**src/rtl/rom_download_streamer.sv**
```systemverilog
// Streams host ROM-download words into a buffered queue and replays them as
// little-endian halfword writes over a req/ack memory handshake.
module rom_download_streamer #(
  parameter int FIFO_DEPTH = 4
) (
  input  logic        clk_mem,
  input  logic        reset_n,
  input  logic        dl_start,
  input  logic        dl_end,
  input  logic [31:0] rom_file_size,
  input  logic        bridge_wr,
  input  logic [31:0] bridge_addr,
  input  logic [31:0] bridge_wr_data,
  input  logic        mem_ack,
  output logic [24:0] addr,
  output logic [15:0] data,
  output logic        mem_wr,
  output logic        downloading,
  output logic        overflow
);

  localparam int AW = $clog2(FIFO_DEPTH);

  typedef enum logic [1:0] {IDLE, ACTIVE, DRAIN} state_t;

  typedef struct packed {
    logic [22:0] waddr;
    logic [31:0] wdata;
  } entry_t;

  state_t      state;
  entry_t      fifo_mem [FIFO_DEPTH];
  logic [AW:0] wr_ptr;
  logic [AW:0] rd_ptr;
  logic [31:0] size_q;
  logic        half;

  entry_t      head;
  logic        fifo_empty;
  logic        fifo_full;
  logic        push;
  logic [24:0] hw_addr;
  logic [15:0] hw_data;
  logic [32:0] size_even;
  logic        hw_valid;
  logic        advance;
  logic        unused_addr_bits;

  assign unused_addr_bits = ^{bridge_addr[31:25], bridge_addr[1:0]};

  always_comb begin
    head       = fifo_mem[rd_ptr[AW-1:0]];
    fifo_empty = (wr_ptr == rd_ptr);
    fifo_full  = (wr_ptr[AW] != rd_ptr[AW]) && (wr_ptr[AW-1:0] == rd_ptr[AW-1:0]);
    push       = bridge_wr && (state == ACTIVE) && !fifo_full && !dl_start;
    hw_addr    = {head.waddr, half, 1'b0};
    hw_data    = half ? {head.wdata[7:0],   head.wdata[15:8]}
                      : {head.wdata[23:16], head.wdata[31:24]};
    size_even  = {1'b0, size_q} + {32'b0, size_q[0]};
    hw_valid   = ({8'b0, hw_addr} < size_even);
    // A halfword retires on its ack, or immediately when it lies past the file end.
    advance    = !fifo_empty && (mem_wr ? mem_ack : !hw_valid);
  end

  always_ff @(posedge clk_mem) begin
    if (push) begin
      fifo_mem[wr_ptr[AW-1:0]] <= {bridge_addr[24:2], bridge_wr_data};
    end
  end

  always_ff @(posedge clk_mem or negedge reset_n) begin
    if (!reset_n) begin
      state       <= IDLE;
      mem_wr      <= 1'b0;
      downloading <= 1'b0;
      overflow    <= 1'b0;
      addr        <= '0;
      data        <= '0;
      wr_ptr      <= '0;
      rd_ptr      <= '0;
      size_q      <= '0;
      half        <= 1'b0;
    end else if (dl_start) begin
      state       <= ACTIVE;
      downloading <= 1'b1;
      overflow    <= 1'b0;
      size_q      <= rom_file_size;
      wr_ptr      <= '0;
      rd_ptr      <= '0;
      half        <= 1'b0;
      mem_wr      <= 1'b0;
    end else begin
      // Full is judged before this cycle's pop, so a pop never makes room for a same-cycle write.
      if (bridge_wr && (state == ACTIVE)) begin
        if (fifo_full) begin
          overflow <= 1'b1;
        end else begin
          wr_ptr <= wr_ptr + {{AW{1'b0}}, 1'b1};
        end
      end

      if (advance) begin
        half <= ~half;
        if (half) begin
          rd_ptr <= rd_ptr + {{AW{1'b0}}, 1'b1};
        end
      end

      if (mem_wr) begin
        if (mem_ack) begin
          mem_wr <= 1'b0;
        end
      end else if (!fifo_empty && hw_valid) begin
        mem_wr <= 1'b1;
        addr   <= hw_addr;
        data   <= hw_data;
      end

      case (state)
        ACTIVE: begin
          if (dl_end) begin
            state <= DRAIN;
          end
        end
        DRAIN: begin
          if (fifo_empty && !mem_wr) begin
            state       <= IDLE;
            downloading <= 1'b0;
          end
        end
        default: ;
      endcase
    end
  end

endmodule

```
**config.mk**
```make
export PLATFORM = sky130hd
export DESIGN_NAME = rom_download_streamer
export DESIGN_NICKNAME = d
export VERILOG_FILES = /design/src/rtl/rom_download_streamer.sv
export SDC_FILE = /design/constraint.sdc
export NUM_CORES = 1
export LEC_CHECK = 0
export CORE_ASPECT_RATIO = 1.1
export CORE_UTILIZATION = 40
export CTS_CLUSTER_SIZE = 12
export DETAILED_ROUTE_END_ITERATION = 6
export GPL_TIMING_DRIVEN = 0
export PLACE_DENSITY = 0.61
export SLEW_MARGIN = 20
export SYNTH_ARGS = -nofsm -noshare
export SYNTH_HDL_FRONTEND = slang
export SYNTH_SLANG_ARGS = --single-unit
```
**constraint.sdc**
```tcl
create_clock -name clk_mem -period 3.8 [get_ports clk_mem]
set_input_delay 0.95 -clock clk_mem [delete_from_list [all_inputs] [get_ports clk_mem]]
set_output_delay 0.95 -clock clk_mem [all_outputs]
set_load 0.01 [all_outputs]
```
# ---- Yosys cells after proc, flatten, opt, wreduce, memory -nomap -nowiden
# Memory sizes are Yosys's and may differ from the RTL's.
# Cells that the tools add are included.
dict set report classes {
  eq_ne 8
  n_bitwise 3
  addsub 3
  n_reduce_logical 25
  muxes 26
  magnitude_cmp 1
}
# operator count
set op_table {}
lappend op_table {{$add A32 B1 Y33} 1}
lappend op_table {{$lt A25 B33 Y1} 1}
lappend op_table {{$mux W3} 6}
lappend op_table {{$mux W16} 1}
lappend op_table {{$mux W1} 15}
lappend op_table {{$reduce_bool A2 Y1} 6}
lappend op_table {{$reduce_and A2 Y1} 4}
lappend op_table {{$logic_and A1 B1 Y1} 7}
lappend op_table {{$add A3 B1 Y3 const B} 2}
lappend op_table {{$mux W2} 3}
lappend op_table {{$ne A3 B3 Y1 const B} 2}
lappend op_table {{$reduce_and A3 Y1} 2}
lappend op_table {{$logic_not A1 Y1} 5}
lappend op_table {{$pmux W2 S2} 1}
lappend op_table {{$eq A3 B3 Y1} 1}
lappend op_table {{$not A1 Y1} 3}
lappend op_table {{$reduce_bool A3 Y1} 1}
lappend op_table {{$eq A2 B1 Y1 const B} 1}
lappend op_table {{$eq A2 B2 Y1} 1}
lappend op_table {{$eq A2 B2 Y1 const B} 1}
lappend op_table {{$ne A2 B2 Y1 const B} 1}
lappend op_table {{$ne A1 B1 Y1} 1}
dict set report totals {
  ram_bits 220
  register_bits 84
  elab_cells 77
  out_inout_bits 44
  in_bits 102
  n_memories 1
}
# name words word_bits rd rd_clocked_by_memory_dff wr line
set memory_table {}
lappend memory_table {fifo_mem 4 55 1 0 1 32} ;# entry_t fifo_mem [FIFO_DEPTH];

# ---- Longest topological paths before layout
dict set report logic_depth {
  ltp_word 7
  ltp_mapped 18
  depth_no_buf 16
}

# ---- Least setup slack after synthesis
# OpenSTA, ideal clock, no wires.
dict set report synth_path {
  kind {reg2reg}
  start {register rd_ptr[0]}
  end {register addr[18]}
  setup_slack_ps 155
  t_required_ps 3673
  period_less_slack_ps 3645
  setup_time_ps 127
  path_stages_with_launch 14
  arrival_time_ps 3517
  path_buffers 4
  cell_sequence {dfrtp_1 -> clkbuf_1 -> clkbuf_1 -> mux4_2 -> ha_1 -> nand4_1 -> a211oi_1 -> a22oi_1 -> a311oi_1 -> o22ai_1 -> o211ai_2 -> buf_6 -> buf_6 -> mux2_1}
}
# element line
set synth_rtl {}
lappend synth_rtl {{start: declaration} 34} ;# logic [AW:0] rd_ptr;
lappend synth_rtl {{start signal: assignment} 105} ;# rd_ptr <= rd_ptr + {{AW{1'b0}}, 1'b1};
lappend synth_rtl {{end signal: assignment} 115} ;# addr <= hw_addr;
lappend synth_rtl {{end: declaration} 15} ;# output logic [24:0] addr,

# ---- Worst setup path after layout
dict set report layout_path {
  start {register size_q[0]}
  end {register addr[20]}
}
dict set report layout_between {
  elab_chain_cells 4
}
# element line
set layout_rtl {}
lappend layout_rtl {{start: declaration} 35} ;# logic [31:0] size_q;
lappend layout_rtl {{start signal: assignment} 87} ;# size_q <= rom_file_size;
lappend layout_rtl {{$add A32 B1 Y33} 59} ;# size_even = {1'b0, size_q} + {32'b0, size_q[0]};
lappend layout_rtl {{$lt A25 B33 Y1} 60} ;# hw_valid = ({8'b0, hw_addr} < size_even);
lappend layout_rtl {{$logic_and A1 B1 Y1} 113} ;# end else if (!fifo_empty && hw_valid) begin
lappend layout_rtl {{$reduce_and A3 Y1 (no line)} -}
# No other way between the ends.
# A chain may end at the register's enable or synchronous reset.

==> results by group <==
Pwr
  • Leakage power: 5.58 nW
  • Int Power: 6.55 mW
  • Flop pwr share: 48.0%
  • Clock share of power: 36.9%
  • Peak supply drop: 0.316 mV
  • PwrDens: 537 mW/mm2
  • Switching part of the total: 23.5%
  • Tot Pwr: 8.56 mW
  • Psw: 2.01 mW
  • Combinational cell fraction of total power: 15.1%

Clock network
  • Clock Tree Root: clkbuf_16
  • Clock slew at reported path FFs: 0.06 ns
  • Clock buffer depth: 3
  • Clock sinks: 304
  • H-tree depth: 2
  • CTS Buf Count: 34
  • CTS tree: yes
  • Clk Latency, worst-skew pair: 0.51 ns
  • Hold_buf cts: 0

Synthesis
  • Top post-synthesis cells by area: edfxtp_1, dfrtp_1, mux4_2, mux2_2, ha_1
  • Synth cell count leaders: edfxtp_1, dfrtp_1, mux4_2
  • Ys flop type: edfxtp_1
  • Post-synth design cell area: 0.0125 mm2
  • Ys async rst share: 27.6%
  • Post-synth EDFFs: 220
  • Netlist cell types: 50
  • Sequential fraction of the synthesis area: 69.4%
  • Synth area leader: edfxtp_1
  • Top-area cell type share of the netlist area: 52.7%
  • Yosys warns: 0
  • Gate Count Post-Synth: 710
  • Post-Syn Nets: 842
  • Count leader, synth: edfxtp_1
  • Mean Syn Cell Area: 17.7 um2
  • #FFs+latches synth: 304

Finish
  • Filler Cells Inserted: 2,596
  • Multi-input gate area: 0.00378 mm2
  • Flip-flop and latch area: 0.00871 mm2
  • Layout area overhead: 27.2%
  • Layout net count: 1,036
  • Fin cells: 1,343
  • Share of layout cells above drive strength 1: 23.4%
  • Post-route cell area: 0.0159 mm2

Floorplan
  • IO Count: 146
  • Core area: 0.0307 mm2
  • Die area: 0.0321 mm2
  • Starting Density: 40.9%
  • Die Span X: 171 um
  • Die height: 188 um
  • Rows: 67

Drt
  • Avg Vias per Cell: 5.07
  • Met1 Wirelength: 11.7 mm
  • Final ANT Viol Nets: 0
  • # DRC: 0
  • Routed vias: 6,812
  • Routed WL: 27.4 mm
  • Detailed Route Iter0 Violations: 498
  • Routed met3 length: 1.68 mm
  • Top Layer Used: met5
  • Wirelength per Cell: 20.4 um
  • DR pass1 iterations: 4
  • Met2 wire length: 13.5 mm

Worst setup path
  • Slowest cell on crit path: dfrtp_2
  • CP Capture Type: register
  • Reg2Reg Depth: 15
  • Bufs and invs on worst path: 2
  • WS Path Type: reg -> reg
  • Worst path max stage delay: 0.43 ns
  • Critical path arrival: 4.12 ns
  • Cell family with most CP delay: compound AO/OA/AOI/OAI gates
  • Startpoint type of the worst setup path: register
  • CP cell instances: ha_4 > nand4_1 > nor4_4 > nand3_1 > xor2_1 > ha_1 > nand4_1 > a211oi_2 > a22oi_2 > a311oi_2 > o22ai_2 > o211ai_2 > buf_6 > buf_12 > mux2_1
  • CP most frequent cell: nand4_1
  • Crit-path max FO: 8
  • Critical path depth in cells: 15
  • Critical Path RT: 4.17 ns

Global route
  • GRT Total Usage: 17.8%
  • Initial antenna violation count: 2
  • Largest net degree at the start of global routing: 52
  • Vias in the first global route: 7,108
  • First-pass GRT wire length: 42.2 mm
  • Grt total ovfl: 0

Place
  • Placed cell count: 1,263
  • Final GP Congestion: 0.764
  • IO Port Bufs: 134
  • Area post-placement: 0.0145 mm2
  • Post-detail-place hpwl: 18.7 mm

Status
  • Status: finished, final reports clean

STA
  • Final setup vio count: 0
  • Final Skew: 0.0169 ns
  • Fin crit share: 98.5%
  • RSZ-0062 raised after global routing: yes
  • Fmax: 0.267 GHz
  • Final min period: 3.74 ns
  • Fin. Hold Viols: 0
  • Slew HR: 35.1%
  • Max-slew violations: 0
  • Slew @ Worst Pin: 0.974 ns

Job
  • Max cap viols: 0

Min path
  • Min-delay worst type: in -> async
==> final cells by class <==
class | count | area share (%)
Inverter | 7 | 0.165
Antenna cell | 2 | 0.0314
Clock inverter | 11 | 0.643
Clock buffer | 48 | 6.11
Timing Repair Buffer | 160 | 10.3
Tap cell | 414 | 3.25
Multi-Input combinational cell | 369 | 23.7
Sequential cell | 304 | 54.6
Buffer | 28 | 1.18
==> stage by stage <==
| step | TNS, ns | utilization (%) | hold WS [ns] | setup WS, ns |
|---|---|---|---|---|
| floorplan | 0 | - | 0.496 | 0.155 |
| global placement | -504.00 | 46.9 | 0.473 | -1.66 |
| detailed placement | -39.53 | 47.4 | 0.473 | -1.01 |
| CTS | 0 | 51.6 | 0.354 | 0.00506 |
| global route | -3.77 | 52.0 | 0.367 | -0.135 |
| finish | 0 | 52.0 | 0.357 | 0.0575 |
==> routing by layer <==
layer,track usage [%],vias to the layer above
met5,0,-
met4,4.60,2
met3,4.03,40
met2,29.6,180
met1,23.5,3414
li1,-,3176
==> power groups by stage <==
| stage | Clock, mW | Combinational [mW] | Sequential (mW) |
|---|---|---|---|
| global placement | 0 | 1.20 | 4.18 |
| finish | 3.16 | 1.29 | 4.11 |
| CTS | 3.24 | 1.27 | 4.11 |
| global route | 3.39 | 1.41 | 4.14 |
| floorplan | 0 | 0.420 | 4.19 |
| detailed placement | 0 | 1.24 | 4.17 |
==> cell usage in the layout, fill, tap and decap left out, types with 7 or more instances in the layout <==
| master | n |
|---|---|
| a21oi_1 | 10 |
| mux2_2 | 43 |
| edfxtp_1 | 220 |
| clkdlybuf4s50_1 | 133 |
| clkbuf_1 | 18 |
| buf_4 | 25 |
| nor2_1 | 21 |
| xnor2_1 | 14 |
| clkbuf_16 | 35 |
| inv_1 | 7 |
| xor2_1 | 15 |
| dfrtp_1 | 80 |
| mux4_2 | 55 |
| nand4_1 | 14 |
| nand3_1 | 13 |
| nand2_1 | 38 |
| o21ai_0 | 27 |
| mux2i_1 | 17 |
| clkbuf_8 | 7 |
| ha_1 | 29 |
==> flip-flops by register name, summed over array words and instances (netlist names) <==
register and flops:
fifo_mem 220, size_q 32, addr 24, data 16, rd_ptr 3, wr_ptr 3
state 2, downloading 1, half 1, mem_wr 1, overflow 1
==> worst paths after layout <==
check	start	endpoint	slack, ns
max in group asynchronous	reset_n	size_q[2]$_DFFE_PN0P_	2.85
worst max register to register	size_q[0]$_DFFE_PN0P_	addr[20]$_DFFE_PN0P_	0.06
worst min register to register	data[6]$_DFFE_PN0P_	data[6]$_DFFE_PN0P_	0.48
worst max-delay path	size_q[0]$_DFFE_PN0P_	addr[20]$_DFFE_PN0P_	0.06
min in group clk_mem	data[6]$_DFFE_PN0P_	data[6]$_DFFE_PN0P_	0.48
worst min-delay path	reset_n	addr[24]$_DFFE_PN0P_	0.36
==> kinds of logic (layout without fill, tap and decap cells) <==
| kind of cell | Yosys count | count (layout) | share of synthesized area, % |
|---|---|---|---|
| other | 1 | 3 | 0.0299 |
| flip-flops | 304 | 304 | 69.4 |
| AO/OA/AOI/OAI | 57 | 57 | 2.76 |
| multiplexers | 127 | 127 | 16.2 |
| XOR/XNOR | 29 | 29 | 2.03 |
| buffers and inverters | 37 | 254 | 1.35 |
| AND/OR/NAND/NOR | 125 | 125 | 5.22 |
| adder cells (fa/ha/maj) | 30 | 30 | 2.99 |
==> repair_timing <==
action	CTS	global route
endpoints found under the setup margin	45	44
pin swaps	5	8
buffers inserted	14	7
resized for setup	30	17
(Power assumes the default switching activity.)
